[config.mk]
export PLATFORM = sky130hd
export DESIGN_NAME = device_tick_gen
export DESIGN_NICKNAME = d
export VERILOG_FILES = /design/src/rtl/io_tick_pkg.sv /design/src/rtl/tick_channel.sv /design/src/rtl/device_tick_gen.sv
export SDC_FILE = /design/constraint.sdc
export NUM_CORES = 1
export LEC_CHECK = 0
export CAP_MARGIN = 20
export CORE_UTILIZATION = 25
export DETAILED_ROUTE_END_ITERATION = 16
export HOLD_SLACK_MARGIN = 0.12
export PLACE_DENSITY_LB_ADDON = 0.25
export SLEW_MARGIN = 5
export SYNTH_ARGS = -nofsm -noshare
export SYNTH_HDL_FRONTEND = slang
export SYNTH_HIERARCHICAL = 1
export SYNTH_SLANG_ARGS = --single-unit
[constraint.sdc]
create_clock -name clk -period 1.87 [get_ports clk]
set_input_delay 0.374 -clock clk [delete_from_list [all_inputs] [get_ports clk]]
set_output_delay 0.374 -clock clk [all_outputs]
set_load 0.05 [all_outputs]
[src/rtl/io_tick_pkg.sv]
// -----------------------------------------------------------------------------
// io_tick_pkg
// Shared types and default constants for the IO-subsystem tick generator.
//   TICK_CNT_W       : default counter/divisor width
//   TICK_DEFAULT_DIV : default divisor loaded at reset (period = DIV+1)
//   tick_mode_e      : periodic / one-shot channel mode
//   tick_ctrl_t      : per-channel control record (div, run, mode) at the
//                      default width
// -----------------------------------------------------------------------------
package io_tick_pkg;

    localparam int unsigned TICK_CNT_W       = 16;
    localparam int unsigned TICK_DEFAULT_DIV = 25000;

    typedef enum logic {
        TICK_PERIODIC = 1'b0,
        TICK_ONESHOT  = 1'b1
    } tick_mode_e;

    typedef struct packed {
        logic [TICK_CNT_W-1:0] div;
        logic                  run;
        tick_mode_e            mode;
    } tick_ctrl_t;

endpackage

[src/rtl/tick_channel.sv]
// -----------------------------------------------------------------------------
// tick_channel
// One programmable tick channel: counter, divisor, run state and mode.
// Ports:
//   clk, rst_n   : clock, synchronous active-low reset
//   ce           : count enable (1 every cycle unless prescaled)
//   wr_sel       : decoded write strobe for this channel
//   wr_div       : new divisor
//   wr_run       : 1 = start, 0 = stop
//   wr_mode      : periodic / one-shot
//   tick         : one-cycle pulse when cnt reaches div on a ce cycle
//   running      : registered run status
// -----------------------------------------------------------------------------
module tick_channel
    import io_tick_pkg::*;
#(
    parameter int unsigned CNT_W       = TICK_CNT_W,
    parameter int unsigned DEFAULT_DIV = TICK_DEFAULT_DIV,
    parameter bit          RESET_EN    = 1'b1
) (
    input  logic             clk,
    input  logic             rst_n,
    input  logic             ce,
    input  logic             wr_sel,
    input  logic [CNT_W-1:0] wr_div,
    input  logic             wr_run,
    input  tick_mode_e       wr_mode,
    output logic             tick,
    output logic             running
);

    typedef enum logic {
        CH_IDLE  = 1'b0,
        CH_COUNT = 1'b1
    } ch_state_e;

    ch_state_e        state_q;
    tick_mode_e       mode_q;
    logic [CNT_W-1:0] cnt_q;
    logic [CNT_W-1:0] div_q;
    logic             hit;

    assign hit = (cnt_q == div_q);

    // A write takes priority over the terminal-count update, so a write in
    // the same cycle as a one-shot tick keeps the channel in the written state.
    always_ff @(posedge clk) begin
        if (!rst_n) begin
            cnt_q   <= '0;
            div_q   <= CNT_W'(DEFAULT_DIV);
            state_q <= RESET_EN ? CH_COUNT : CH_IDLE;
            mode_q  <= TICK_PERIODIC;
        end else if (wr_sel) begin
            cnt_q   <= '0;
            div_q   <= wr_div;
            state_q <= wr_run ? CH_COUNT : CH_IDLE;
            mode_q  <= wr_mode;
        end else if (state_q == CH_COUNT && ce) begin
            if (hit) begin
                cnt_q <= '0;
                if (mode_q == TICK_ONESHOT) begin
                    state_q <= CH_IDLE;
                end
            end else begin
                cnt_q <= cnt_q + CNT_W'(1);
            end
        end
    end

    // Derived only from flops and ce, so glitch-free at the use sites.
    assign tick    = (state_q == CH_COUNT) && ce && hit;
    assign running = (state_q == CH_COUNT);

endmodule

[src/rtl/device_tick_gen.sv]
// -----------------------------------------------------------------------------
// device_tick_gen
// Multi-channel programmable tick generator with a single-cycle write port.
// Optional shared prescaler compiled in with macro TICK_GEN_PRESCALE_EN;
// without it every channel counts on every clock.
// Ports:
//   clk, rst_n   : clock, synchronous active-low reset
//   wr_en        : single-cycle write strobe
//   wr_ch        : target channel (indices >= CH_NUM are ignored)
//   wr_div       : new divisor D (period D+1 count cycles)
//   wr_run       : 1 = start channel, 0 = stop
//   wr_oneshot   : 1 = one-shot, 0 = periodic
//   tick         : per-channel one-clock tick pulse
//   running      : per-channel registered run status
// -----------------------------------------------------------------------------
module device_tick_gen
    import io_tick_pkg::*;
#(
    parameter int unsigned CH_NUM      = 4,
    parameter int unsigned CNT_W       = TICK_CNT_W,
    parameter int unsigned DEFAULT_DIV = TICK_DEFAULT_DIV,
    parameter bit          RESET_EN    = 1'b1,
    parameter int unsigned PRESCALE    = 100,
    localparam int unsigned CH_W       = (CH_NUM > 1) ? $clog2(CH_NUM) : 1
) (
    input  logic              clk,
    input  logic              rst_n,
    input  logic              wr_en,
    input  logic [CH_W-1:0]   wr_ch,
    input  logic [CNT_W-1:0]  wr_div,
    input  logic              wr_run,
    input  logic              wr_oneshot,
    output logic [CH_NUM-1:0] tick,
    output logic [CH_NUM-1:0] running
);

    logic ce;

`ifdef TICK_GEN_PRESCALE_EN
    localparam int unsigned PRE_W = (PRESCALE > 1) ? $clog2(PRESCALE) : 1;

    logic [PRE_W-1:0] pre_q;
    logic [PRE_W-1:0] pre_d;

    assign ce = (pre_q == PRE_W'(PRESCALE - 1));

    always_comb begin
        pre_d = ce ? '0 : pre_q + PRE_W'(1);
    end

    // Free-running; only reset clears it, writes leave its phase alone.
    always_ff @(posedge clk) begin
        if (!rst_n) begin
            pre_q <= '0;
        end else begin
            pre_q <= pre_d;
        end
    end
`else
    logic unused_prescale;

    assign ce              = 1'b1;
    assign unused_prescale = (PRESCALE != 0);
`endif

    tick_mode_e wr_mode;

    assign wr_mode = tick_mode_e'(wr_oneshot);

    // Out-of-range wr_ch never equals a valid index, so it selects nothing.
    for (genvar i = 0; i < int'(CH_NUM); i++) begin : g_ch
        logic wr_sel;

        assign wr_sel = wr_en && (wr_ch == CH_W'(i));

        tick_channel #(
            .CNT_W      (CNT_W),
            .DEFAULT_DIV(DEFAULT_DIV),
            .RESET_EN   (RESET_EN)
        ) u_ch (
            .clk    (clk),
            .rst_n  (rst_n),
            .ce     (ce),
            .wr_sel (wr_sel),
            .wr_div (wr_div),
            .wr_run (wr_run),
            .wr_mode(wr_mode),
            .tick   (tick[i]),
            .running(running[i])
        );
    end

endmodule

Yosys cells after proc, flatten, opt, wreduce, memory -nomap -nowiden
Cells that the tools add are included.
{"block": "classes", "addsub": 4, "n_eq_ne": 7, "mux": 21, "n_bitwise": 1, "reduce_logical": 13}
{"cell": "adder 16 x 1 -> 16 bit (second input constant)", "count": 4}
{"cell": "== test 16 bit", "count": 4}
{"cell": "2-to-1 mux 16 bit", "count": 4}
{"cell": "2-to-1 mux 1 bit", "count": 17}
{"cell": "logical AND 1 bit", "count": 8}
{"cell": "OR reduction 2 bit", "count": 4}
{"cell": "== test 2 bit (second input constant)", "count": 2}
{"cell": "== test 2 x 1 -> 1 bit (second input constant)", "count": 1}
{"cell": "logical NOT 2 bit", "count": 1}
{"cell": "inverter 1 bit", "count": 1}
{"block": "word_totals", "regBits": 136, "in_bits": 23, "output_inout_bits": 8, "word_cells": 62}

Logic depth before layout (Yosys ltp)
Gate-level depths: netlist (run 1).
{"block": "depth", "word_depth": 4, "mapped_depth": 7, "depth_no_buf": 5}

Hierarchy
Netlist (run 1), hierarchy kept.
{"module": "tick_channel", "instances": 4, "cells_per_inst": 189, "area_per_inst_um2": 1800.5, "seq_area_each_um2": 680.7}
{"module": "device_tick_gen", "instances": 1, "cells_per_inst": 5, "area_per_inst_um2": 41.3, "seq_area_each_um2": 0.0}

Least setup slack after synthesis (run 1)
Ideal clock, no wire load.
{"block": "synth_timing", "path_type": "register to output", "startpoint": "reg g_ch[0].u_ch.state_q", "endpoint": "out tick[0]", "t_arrival_ns": 2.086, "t_required_ns": 1.496, "setup_slack_ns": -0.590, "path_stages_with_launch": 7, "path_buffers": 2, "cell_sequence": "dfxtp_1 -> buf_2 -> nand2_1 -> o21bai_1 -> nor3_4 -> buf_6 -> and2_1"}
{"block": "synth_between", "elab_chain_cells": 1}
{"item": "start: declaration", "line_no": "tick_channel.sv:37", "text": "ch_state_e state_q;"}
{"item": "start signal: assignment", "line_no": "tick_channel.sv:51", "text": "state_q <= RESET_EN ? CH_COUNT : CH_IDLE;"}
{"item": "start signal: assignment", "line_no": "tick_channel.sv:56", "text": "state_q <= wr_run ? CH_COUNT : CH_IDLE;"}
{"item": "logical AND 1 bit", "line_no": "tick_channel.sv:71", "text": "assign tick = (state_q == CH_COUNT) && ce && hit;"}
{"item": "end: declaration", "line_no": "device_tick_gen.sv:33", "text": "output logic [CH_NUM-1:0] tick,"}
No other way between the ends.

Worst setup path after layout (run 1)
{"block": "layout_timing", "startpoint": "reg g_ch[3].u_ch.cnt_q[12]", "endpoint": "out tick[3]"}
{"block": "layout_between", "elab_chain_cells": 2}
{"item": "start: declaration", "line_no": "tick_channel.sv:39", "text": "logic [CNT_W-1:0] cnt_q;"}
{"item": "start signal: assignment", "line_no": "tick_channel.sv:65", "text": "cnt_q <= cnt_q + CNT_W'(1);"}
{"item": "== test 16 bit", "line_no": "tick_channel.sv:43", "text": "assign hit = (cnt_q == div_q);"}
{"item": "logical AND 1 bit", "line_no": "tick_channel.sv:71"}
No other way between the ends.

==> results.json, run 1 <==
{
  "status": "finished with violations",
  "violations": "negative setup slack",
  "drive_gt1_share_pct": 24.0,
  "yosysSeqAreaShare_pct": 37.6,
  "gp_congestion": 0.784,
  "leakage_uw": 0.00331,
  "cp.required_ns": 1.50,
  "utilization_pct": 33.6,
  "place_inst": 1243,
  "ant_nets": 0,
  "layout.nets": 917,
  "fin_skew_ns": 0.0141,
  "vias_per_cell": 4.55,
  "post-route-period-util_pct": 118,
  "nFillCells": 2918,
  "grt_pass1_wl_mm": 30.4,
  "slew_violations": 0,
  "finalHoldViolCount": 0,
  "powerDensity_nw_per_um2": 745,
  "syn-mean-instance-area_um2": 9.52,
  "grt_use_total_pct": 13.5,
  "crit_path_end_kind": "output port",
  "rows": 61,
  "timing.final.ws_setup_ns": -0.337,
  "cp_num_buf_inv": 2,
  "synth.distinct_cells": 37,
  "path_cells": "inv_2, a222oi_1, and3_1, and2_4, buf_12",
  "fin_total_pwr_uw": 7060,
  "cts-root-buf": "clkbuf_16",
  "critPathTopFamily": "compound AO/OA/AOI/OAI gates",
  "wirelength_mm": 19.1,
  "multiInputGateArea_um2": 4340,
  "worstSetupPathType": "reg -> out",
  "numCtsBuffers": 17,
  "syn_inst": 761,
  "dpl.hpwl_mm": 13.7,
  "busiest_layer": "met2",
  "design.core.area_um2": 28200,
  "antenna_found_initial": 0,
  "cap_viol_max_count": 0,
  "crit_slowest_cell": "a222oi_1",
  "gr-usage-met3_pct": 2.84,
  "critPathLaunchType": "flip-flop",
  "syn_area_um2": 7240,
  "ir_drop_mv": 0.619,
  "grt_pass1_vias": 5706,
  "rsz0062_at_grt": "true",
  "fin_crit_ns": 2.21,
  "seq_area_um2": 2750,
  "h-tree-depth": 4,
  "pin_count": 31,
  "drtPass1Iterations": 5,
  "io_buffers": 30,
  "setup_violations": 4,
  "dieWidth_um": 172,
  "area_delta_synth_final_pct": 30.8,
  "hp-class": "in -> reg",
  "drt_iter0_drc": 289,
  "ys_warn_count": 6,
  "num_vias": 5831,
  "die_h_um": 172,
  "die-area_um2": 29700,
  "cp.arrival_ns": 1.83,
  "crit_fanout": 2,
  "clock_latency_ns": 0.43,
  "use_met2_pct": 20.5,
  "cts_hold_buf": 0,
  "max_freq_mhz": 453,
  "cts.path.max_buffers": 2,
  "overflow": 0,
  "fin_setup_tns_ns": -1.07,
  "path_clk_slew_ns": 0.07,
  "ys_ff_latch": 136,
  "slowest_delay_ns": 0.45,
  "cts.sinks": 136,
  "cts_tree": "done",
  "diodes": 0,
  "drc": 0,
  "grt_max_degree": 30,
  "drt-wirelength-per-cell_um": 14.9,
  "initial_core_util_pct": 25.7,
  "use_met1_pct": 19.0,
  "fin_cells": 1281
}
## what timing repair did
item / 4_1_cts / 5_1_grt
setup buffers: 4 / 2
pin swaps: 7 / 6
endpoints found under the setup margin: 4 / 6
resized for setup: 14 / 4
## layer usage
| layer | vias to the layer above | part of all wire [%] |
|---|---|---|
| met4 | 0 | 1.1 |
| met5 | - | 0 |
| li1 | 2962 | - |
| met2 | 94 | 44 |
| met3 | 15 | 3.1 |
| met1 | 2760 | 52 |
## synthesized netlist by cell type (all sizes together)
master / number / area share, %
a222oi: 4 / 0.55
nand2b: 4 / 0.35
nor2b: 48 / 4.1
xnor2: 68 / 8.2
nor3b: 1 / 0.17
nor4: 24 / 2.4
nand3: 36 / 2.5
mux2i: 68 / 9.4
nor2: 8 / 0.41
nor3: 28 / 2.6
clkbuf: 12 / 0.62
buf: 40 / 3.6
inv: 24 / 1.2
and2: 8 / 0.69
a41o: 4 / 0.55
conb: 1 / 0.052
ha: 4 / 0.69
o21bai: 4 / 0.41
a21o: 4 / 0.41
a211oi: 56 / 7.7
a21oi: 12 / 0.83
nand2: 60 / 3.1
nand4: 32 / 3.1
xor2: 40 / 4.8
o2111ai: 8 / 0.97
a221oi: 4 / 0.48
and3: 13 / 1.1
and3b: 2 / 0.24
dfxtp: 136 / 38
and4: 8 / 0.97
## cell usage in the layout (no fill, tap or decap), types with 5 or more instances in the layout
cell type,count
dfxtp_1,125
buf_4,100
xnor2_1,68
mux2i_1,68
nand2_1,60
nor2b_1,48
xor2_1,40
nand3_1,36
conb_1,28
nand4_1,28
a211oi_2,28
a211oi_1,28
nor3_1,24
inv_1,21
clkdlybuf4s50_1,21
clkbuf_16,18
nor4_1,17
buf_12,13
a21oi_1,12
and3_1,10
and4_1,8
nor2_1,8
nor4_2,7
dfxtp_2,7
clkinvlp_4,5
o2111ai_1,5
## final cells by class
cell class / count / share of cell area, %
timing repair buffer: 135 / 12.9
multi-input combinational: 576 / 45.8
clock inverter: 11 / 1.28
inverter: 24 / 0.951
clock buffer: 21 / 5.08
tap: 378 / 4.99
sequential: 136 / 29.0
## path summary, 6_finish.rpt
| check | from | endpoint | slack [ns] | depth (start not counted) |
|---|---|---|---|---|
| setup / recovery | g_ch[3].u_ch/cnt_q[12] | tick[3] | -0.34 | 5 |
| hold / removal | rst_n | g_ch[1].u_ch/div_q[12] | 0.41 | 2 |
| setup reg to reg | g_ch[3].u_ch/cnt_q[12] | g_ch[3].u_ch/cnt_q[6] | 0.17 | 6 |
| hold reg to reg | g_ch[1].u_ch/div_q[13] | g_ch[1].u_ch/div_q[13] | 0.49 | 2 |
## power by group
group / switching [uW] / leakage (uW) / internal (uW)
Combinational: 318 / 0.00193 / 291
Sequential: 60.4 / 0.00111 / 2970
Clock: 1320 / 0.000282 / 2110
## cell families (layout without fill, tap and decap cells)
| logic type | count (synthesis) | after routing | synth area share, % |
|---|---|---|---|
| flip-flops | 136 | 136 | 37.6 |
| multiplexers | 68 | 68 | 9.40 |
| adder cells (fa/ha/maj) | 4 | 4 | 0.691 |
| buffers and inverters | 76 | 191 | 5.46 |
| XOR/XNOR | 108 | 108 | 13.1 |
| AO/OA/AOI/OAI | 96 | 96 | 12.0 |
| other | 1 | 28 | 0.0518 |
| AND/OR/NAND/NOR | 272 | 272 | 21.8 |
## metrics by stage
stage / setup slack [ns] / area (um2) / hold slack, ns
finish: -0.337 / 9470 / 0.412
global route: -0.384 / 9470 / 0.408
CTS: -0.334 / 9440 / 0.389
detailed placement: -0.0945 / 8770 / 0.485
global placement: -0.0986 / 8770 / 0.475
floorplan: 0.0124 / 7440 / 0.462
## state kept, by name (all words and copies together), names as in the netlist
| name | count |
|---|---|
| g_ch.u_ch/cnt_q | 64 |
| g_ch.u_ch/running | 4 |
| g_ch.u_ch/div_q | 64 |
| g_ch.u_ch/mode_q | 4 |
(Power assumes the default switching activity.)
==> inputs of run 2 (changes only) <==
Settings changed: HOLD_SLACK_MARGIN 0.12 to not set.
==> results of run 2 <==
Same layout as run 1: the final DEF is identical, and so are final timing and power.
==> inputs of run 3 (changes only) <==
Settings changed: CORE_MARGIN set to 1.5.
==> run 3 against run 2 <==
  * Flip-flop and latch count unchanged
  * Critical path type unchanged
  * Sequential share of layout area up 0.57 points
  * Fmax up 0.71%
  * The flow still finishes with violations (negative setup slack)
==> results.json, run 3 (synthesis results as in run 1) <==
{
  "rsz0062_at_grt": "true",
  "finalHoldViolCount": 0,
  "gr-usage-met3_pct": 2.72,
  "drc": 0,
  "worstSetupPathType": "reg -> out",
  "ir_drop_mv": 0.601,
  "final_cell_mix": "dfxtp_1, buf_4, xnor2_1, mux2i_1, nand2_1",
  "busiest_layer": "met2",
  "dpl.hpwl_mm": 14.0,
  "cp.required_ns": 1.50,
  "p_int_uw": 5220,
  "clock_latency_ns": 0.42,
  "die-area_um2": 30000,
  "r2r_slack_ns": 0.12,
  "fin_crit_ns": 2.19,
  "numCtsBuffers": 17,
  "cts.sinks": 136,
  "cts.path.max_buffers": 2,
  "grt_max_degree": 23,
  "top_regs": "g_ch.u_ch/cnt_q (64), g_ch.u_ch/div_q (64)",
  "fin_setup_tns_ns": -1.08,
  "drt-wirelength-per-cell_um": 15.4,
  "use_met1_pct": 19.2,
  "fin_skew_ns": 0.00758,
  "utilization_pct": 32.5,
  "overflow": 0,
  "dpl_cell_area_um2": 8640,
  "ant_nets": 0,
  "drtPass1Iterations": 5,
  "hold_start": "rst_n",
  "grt_pass1_vias": 5504,
  "cp.arrival_ns": 1.82,
  "hp-class": "in -> reg",
  "powerDensity_nw_per_um2": 737,
  "post-route-period-util_pct": 117,
  "timing.final.ws_setup_ns": -0.321,
  "vias_per_cell": 4.51,
  "critPathLaunchType": "flip-flop",
  "layout.nets": 905,
  "crit_path_end_kind": "output port",
  "rows": 62,
  "num_vias": 5742,
  "dp_slack_ns": -0.0499,
  "area_delta_synth_final_pct": 28.5,
  "setup_violations": 4,
  "pwr-share-seq_pct": 44.3,
  "diodes": 0,
  "holdWs_ns": 0.456,
  "status": "finished with violations",
  "p_sw_share_pct": 23.9,
  "leakage_uw": 0.00324,
  "design.core.area_um2": 28600,
  "wirelength_mm": 19.6,
  "grt_pass1_wl_mm": 31.8,
  "h-tree-depth": 4,
  "slew_violations": 0,
  "path_clk_slew_ns": 0.06,
  "cts-root-buf": "clkbuf_16",
  "p_comb_share_pct": 8.4,
  "pin_count": 31,
  "crit_fanout": 2,
  "clock_power_share_pct": 47.3,
  "drt_iter0_drc": 473,
  "die_h_um": 173,
  "drive_gt1_share_pct": 22.6,
  "p_sw_uw": 1640,
  "violations": "negative setup slack",
  "max_freq_mhz": 456,
  "rr_startpoint": "g_ch[2].u_ch/cnt_q[12]",
  "cts_tree": "done",
  "final_common_cell": "dfxtp_1",
  "antenna_found_initial": 0,
  "initial_core_util_pct": 25.3,
  "io_buffers": 30,
  "setup.worst_path.start": "g_ch[1].u_ch/div_q[8]",
  "grt_use_total_pct": 13.5,
  "cap_viol_max_count": 0,
  "finish.instance_area_um2": 9310,
  "dieWidth_um": 173,
  "gp_congestion": 0.839,
  "use_met2_pct": 20.8
}
[run 3: cell count changes in the layout (fill, tap and decap cells not counted), moves of 3 or more]
| cell | change |
|---|---|
| dfxtp_1 | -4 |
| dfxtp_2 | +4 |
| clkbuf_1 | +3 |
| buf_4 | -11 |
| clkinvlp_4 | -4 |
[run 3: path summary, 6_finish.rpt]
path	end	cells past startpoint
max reg2reg	g_ch[2].u_ch/cnt_q[1]	7
min reg2reg	g_ch[3].u_ch/div_q[13]	2
max	tick[1]	5
min	g_ch[3].u_ch/div_q[12]	2
[run 3: critical path, stage by stage, from the launching register on]
cell     delay [ns]
dfxtp_1        0.34
xor2_1         0.16
nor4_2         0.36
and3_1         0.23
and2_4         0.17
buf_12         0.13
[run 3: repair_timing]
action	CTS	global route
hold endpoints to repair	0	0
pin swaps	10	8
hold buffers	0	0
resized for setup	11	7
setup buffers	6	4
setup endpoints to repair	4	4
[run 3: cell type report]
cell class | instances | area [um2]
inverters | 24 | 90.1
fillers | 2961 | 19300
multi-input cells | 576 | 4310
clock inverters | 9 | 101
well taps | 384 | 480
repair buffers | 123 | 1120
flip-flops and latches | 136 | 2750
clock buffers | 22 | 454
[run 3: metrics by stage]
step	std cells	total power, uW
final	1274	6860
after global routing	1274	7150
after CTS	1270	6960
after detailed placement	1233	3670
after global placement	1233	3670
after floorplan	788	3410
[run 3: power by group through the flow]
stage | Sequential (uW) | Clock, uW | Combinational (uW)
after global placement | 3100 | 0 | 571
final | 3040 | 3250 | 578
after CTS | 3040 | 3340 | 583
after global routing | 3050 | 3470 | 633
after detailed placement | 3100 | 0 | 575
after floorplan | 3100 | 0 | 314
[run 3: metal layers]
metal	vias to the layer above	share of wire, %
li1	2937	-
met1	2716	52
met2	73	44
met3	16	2.3
met4	0	0.97
met5	-	0
